### src/rtl/exe_div_unit.sv
// Execute-stage operand forwarding mux plus a 32-iteration radix-2 restoring
// divider (DIV/DIVU) that stalls the pipeline until HI/LO are ready.
module exe_div_unit #(
  parameter int DIV_ITER = 32
) (
  input  logic        clk,
  input  logic        resetn,
  input  logic [1:0]  EXE_ForwardA,
  input  logic [1:0]  EXE_ForwardB,
  input  logic [31:0] EXE_BusA,
  input  logic [31:0] EXE_BusB,
  input  logic [31:0] MEM_Result,
  input  logic [31:0] WB_Result,
  input  logic        EXE_DivStart,
  input  logic        EXE_DivSigned,
  input  logic        EXE_Flush,
  output logic [31:0] EXE_SrcA,
  output logic [31:0] EXE_SrcB,
  output logic        DIV_Busy,
  output logic        DIV_Done,
  output logic [31:0] DIV_Hi,
  output logic [31:0] DIV_Lo
);

  localparam int CW = $clog2(DIV_ITER);

  typedef enum logic [1:0] {S_IDLE, S_CALC, S_DONE} state_t;

  state_t          state_q;
  logic [CW-1:0]   cnt_q;
  logic [31:0]     rem_q, quo_q, dvsr_q;
  logic            qsign_q, rsign_q;
  logic [31:0]     hi_q, lo_q;
  logic [31:0]     rem_d, quo_d;
  logic [32:0]     rem_sh, rem_sub;
  logic            ge;

  function automatic logic [31:0] cond_neg(input logic [31:0] v, input logic neg);
    return neg ? (32'd0 - v) : v;
  endfunction

  function automatic logic [31:0] magnitude(input logic [31:0] v, input logic sgn);
    return cond_neg(v, sgn & v[31]);
  endfunction

  always_comb begin
    case (EXE_ForwardA)
      2'b01:   EXE_SrcA = MEM_Result;
      2'b10:   EXE_SrcA = WB_Result;
      default: EXE_SrcA = EXE_BusA;
    endcase
    case (EXE_ForwardB)
      2'b01:   EXE_SrcB = MEM_Result;
      2'b10:   EXE_SrcB = WB_Result;
      default: EXE_SrcB = EXE_BusB;
    endcase
  end

  // One restoring step: the shifted remainder needs 33 bits because it can
  // reach 2*divisor-1 when the divisor has its MSB set.
  always_comb begin
    rem_sh  = {rem_q, quo_q[31]};
    rem_sub = rem_sh - {1'b0, dvsr_q};
    ge      = (rem_sh >= {1'b0, dvsr_q});
    rem_d   = ge ? rem_sub[31:0] : rem_sh[31:0];
    quo_d   = {quo_q[30:0], ge};
  end

  always_ff @(posedge clk or negedge resetn) begin
    if (!resetn) begin
      state_q <= S_IDLE;
      cnt_q   <= '0;
      rem_q   <= '0;
      quo_q   <= '0;
      dvsr_q  <= '0;
      qsign_q <= 1'b0;
      rsign_q <= 1'b0;
      hi_q    <= '0;
      lo_q    <= '0;
    end else begin
      case (state_q)
        S_IDLE: begin
          if (EXE_DivStart && !EXE_Flush) begin
            quo_q   <= magnitude(EXE_SrcA, EXE_DivSigned);
            dvsr_q  <= magnitude(EXE_SrcB, EXE_DivSigned);
            qsign_q <= EXE_DivSigned & (EXE_SrcA[31] ^ EXE_SrcB[31]);
            rsign_q <= EXE_DivSigned & EXE_SrcA[31];
            rem_q   <= '0;
            cnt_q   <= '0;
            state_q <= S_CALC;
          end
        end
        S_CALC: begin
          if (EXE_Flush) begin
            state_q <= S_IDLE;
          end else begin
            rem_q <= rem_d;
            quo_q <= quo_d;
            cnt_q <= cnt_q + CW'(1);
            if (cnt_q == CW'(DIV_ITER - 1))
              state_q <= S_DONE;
          end
        end
        S_DONE: begin
          state_q <= S_IDLE;
          if (!EXE_Flush) begin
            lo_q <= cond_neg(quo_q, qsign_q);
            hi_q <= cond_neg(rem_q, rsign_q);
          end
        end
        default: state_q <= S_IDLE;
      endcase
    end
  end

  // A flush landing in the DONE cycle suppresses the completion pulse.
  assign DIV_Busy = ((state_q == S_IDLE) && EXE_DivStart && !EXE_Flush) ||
                    (state_q == S_CALC);
  assign DIV_Done = (state_q == S_DONE) && !EXE_Flush;
  assign DIV_Hi   = hi_q;
  assign DIV_Lo   = lo_q;

endmodule

### config.mk
export PLATFORM = sky130hd
export DESIGN_NAME = exe_div_unit
export DESIGN_NICKNAME = d
export VERILOG_FILES = /design/src/rtl/exe_div_unit.sv
export SDC_FILE = /design/constraint.sdc
export NUM_CORES = 1
export LEC_CHECK = 0
export CAP_MARGIN = 30
export CORE_MARGIN = 2
export CORE_UTILIZATION = 45
export CTS_CLUSTER_SIZE = 30
export DETAILED_ROUTE_END_ITERATION = 16
export MAX_ROUTING_LAYER = met4
export PLACE_DENSITY_LB_ADDON = 0.2
export SYNTH_ARGS = -nofsm -noshare
export SYNTH_HDL_FRONTEND = slang
export SYNTH_SLANG_ARGS = --single-unit
### constraint.sdc
create_clock -name clk -period 10.7 [get_ports clk]
set_input_delay 1.605 -clock clk [delete_from_list [all_inputs] [get_ports clk]]
set_output_delay 1.605 -clock clk [all_outputs]
set_load 0.02 [all_outputs]
==> results.yml <==
timing:
  post_route_setup_tns_ps: 0
  rsz0062_at_grt: "false"
  max_freq_mhz: 165
  post-route-period-util_pct: 56.5
  headroom_to_the_max_slew_limit_pct: 30.8
  final-hold-violation-count: 0
  period_minus_ws_final_ps: 6050
  maxSlewViolCount: 0
  report.final.setup_viol: 0
  hold_ws_ps: 478
  timing_worst_slew_pin_value_ps: 1040
  clock-skew-final_ps: 21.0
placement:
  placed_cells_incl_taps: 2024
  port-buffer-count: 266
  gp_congestion: 0.995
  dpl.hpwl_um: 34000
critical_path:
  worstRegToRegCells: 9
  critPathCaptureType: "output pin"
  max_fanout_on_critical_path: 54
  worst-setup-path-type: "input pin to output pin"
  critPathArrivalTime_ps: 4440
  required_ps: 9100
  start_kind: "input pin"
floorplanning:
  width_of_the_chip_um: 168
  die-area_sq_um: 28200
  fp.coreArea_sq_um: 26700
  start_util_pct: 45.4
  die_y_um: 168
  boundaryPins: 267
  core.rowCount: 60
global_routing:
  grt_max_degree: 102
  global_route.usage.total_pct: 31.7
  wire_length_of_the_first_global_routing_pass_um: 67200
  antenna_found_initial: 0
  grt_overflow: 0
  grt_pass1_vias: 11515
synth:
  yosys_register_bits: 169
  yosysWarnings: 0
  synth_flop_cell: "dfrtp_1"
  synth_area_per_cell_sq_um: 8.09
  synth_top_family_by_area: "compound AO/OA/AOI/OAI gates"
  ys_types: 60
  yosys.area_share.xor_xnor_pct: 10.5
  synth.net_count: 1675
  synthesized_area_fraction_occupied_by_adder_cells_pct: 4.51
  synthesis.instances: 1495
  syn-cell-area_sq_um: 12100
  ys_async_sr_fraction_pct: 100
  synth_sequential_area_ratio_pct: 34.9
  synth.mux.area_fraction_pct: 0.848
  synth_enable_flop_cells: 0
  synth-compound-area-share_pct: 28.2
  synth-simple-area-share_pct: 15.4
worst_hold_path:
  holdPathStages: 2
  hold_path_class: "flop to flop"
clock_tree:
  clock_tree.htree_level_count: 4
  tritoncts: "yes"
  cts_made_buffers: 17
  source_to_sink_clock_delay_at_the_later_pin_of_the_worst_skew_pair_ps: 440
  buffers_from_clock_root_to_sink_at_most: 2
  number_of_resized_instances_in_the_post_cts_repair_step: 0
  hold_fix_buffer_count_after_cts: 0
  cts_num_sinks: 169
  root_buffer: "clkbuf_16"
  post-cts-setup-buffers: 0
  path_clk_slew_ps: 70
drt:
  number_of_vias_after_detailed_routing: 11994
  firstDrtPassIters: 6
  postRouteWirelength_um: 43700
  drt_iter0_drc: 1188
  routed_wire_length_per_instance_um: 21.2
  drt.antenna.violating_nets: 0
  number_of_vias_per_cell: 5.83
  drc: 0
layout:
  final_common_cell: "clkdlybuf4s50_1"
  areaGrowthSynthToFinish_pct: 29.4
  final_core_utilization_pct: 58.8
  layout_cell_share_with_drive_strength_beyond_1_pct: 4.66
  num-nets-final: 1883
  fillers: 2430
  layout.cells.most_common_list: "clkdlybuf4s50_1 (265), o21ai_0 (188), dfrtp_1 (169)"
  final_cell_count_no_fill: 2058
power_and_ir_drop:
  p_total_uw: 3340
  p_leak_uw: 0.00674
  irDropWorstVdd_uv: 117
  ratio_of_total_power_to_cell_area_nw_per_um2: 213
job:
  cap_violations: 0
status:
  run_status: "finished, final reports clean"
==> worst paths after layout <==
| kind | startpoint | endpoint | slack [ps] |
|---|---|---|---|
| setup / recovery | EXE_ForwardA[0] | EXE_SrcA[27] | 4650 |
| hold / removal | dvsr_q[25] | dvsr_q[25] | 480 |
| min in group asynchronous | resetn | DIV_Hi[9] | 1230 |
| setup reg to reg | rem_q[6] | DIV_Hi[26] | 7150 |
| hold reg to reg | dvsr_q[25] | dvsr_q[25] | 480 |
| max in group asynchronous | resetn | quo_q[2] | 8360 |
==> final cells by class <==
class                           instances  area (sq um)  area share (%)
Clock inverter                         15           201            1.29
Sequential cell                       169          4230            27.0
Multi-Input combinational cell       1143          7230            46.2
Clock buffer                           17           425            2.72
Tap cell                              341           427            2.72
Antenna cell                            1          2.50          0.0160
Inverter                               90           338            2.16
Timing Repair Buffer                  282          2800            17.9
==> worst max-delay path: stages <==
cell and delay, ps:
clkdlybuf4s50_1 480, inv_1 50, ha_1 270, buf_4 440
inv_1 350, o21ai_0 570, inv_1 90, clkdlybuf4s50_1 550
==> metrics by stage <==
stage	instance area (sq um)	setup WS [ps]
4_1_cts	15600	4700
5_1_grt	15700	4450
3_3_place_gp	15000	4650
2_1_floorplan	12100	5480
3_5_place_dp	15000	4690
6_report	15700	4650
==> cell usage after synthesis, drive strengths merged, types with 4 or more instances <==
cell      n  area, sq um
or2      18          113
o211ai    4         30.0
nand2   146          548
nor2    116          435
clkbuf   77          289
a32oi     9         78.8
o41ai    17          149
o31ai    21          171
a221o    21          210
a221oi   11         96.3
xor2     74          648
and3      4         25.0
dfrtp   169         4230
o2111a    4         45.0
or4       9         75.1
xnor2    71          622
nand4    10         62.6
nand3    14         70.1
buf      16         61.3
nor3     16         80.1
inv      90          338
ha       42          526
a22oi    64          480
a21oi   133          666
o21a     12         90.1
nand2b   10         62.6
mux2i     8         80.1
nor2b    18          113
a21o     18          135
a31oi    11         68.8
nor3b     4         30.0
a211oi    5         37.5
or3      14          103
and2      5         31.3
o21bai    5         37.5
o21ai   195          976
nor4      9         56.3
==> report_power, final <==
part / leakage [uW] / internal [uW] / switching, uW
registers: 0.00225 / 759 / 201
clock network: 0.000301 / 340 / 307
logic: 0.00419 / 732 / 998
==> per-layer routing <==
metal,track usage (%),routed length [um],up-vias
li1,-,-,5758
met1,43.0,19400,5647
met2,47.7,19500,520
met3,6.79,3470,69
met4,9.91,1370,0
met5,-,0,-
==> state kept, by name, summed over array words and instances, names as in the netlist <==
| register | cells |
|---|---|
| DIV_Hi | 32 |
| DIV_Lo | 32 |
| dvsr_q | 32 |
| quo_q | 32 |
| rem_q | 32 |
| cnt_q | 5 |
| state_q | 2 |
| qsign_q | 1 |
| rsign_q | 1 |
==> cells by family (layout without fill, tap and decap cells) <==
family                   count (synthesis)  count (layout)
multiplexers                            10              10
adder cells (fa/ha/maj)                 43              43
AO/OA/AOI/OAI                          546             546
AND/OR/NAND/NOR                        399             399
other                                    0               1
flip-flops                             169             169
buffers and inverters                  183             404
XOR/XNOR                               145             145
No activity file was read; power rests on OpenSTA's default activity.
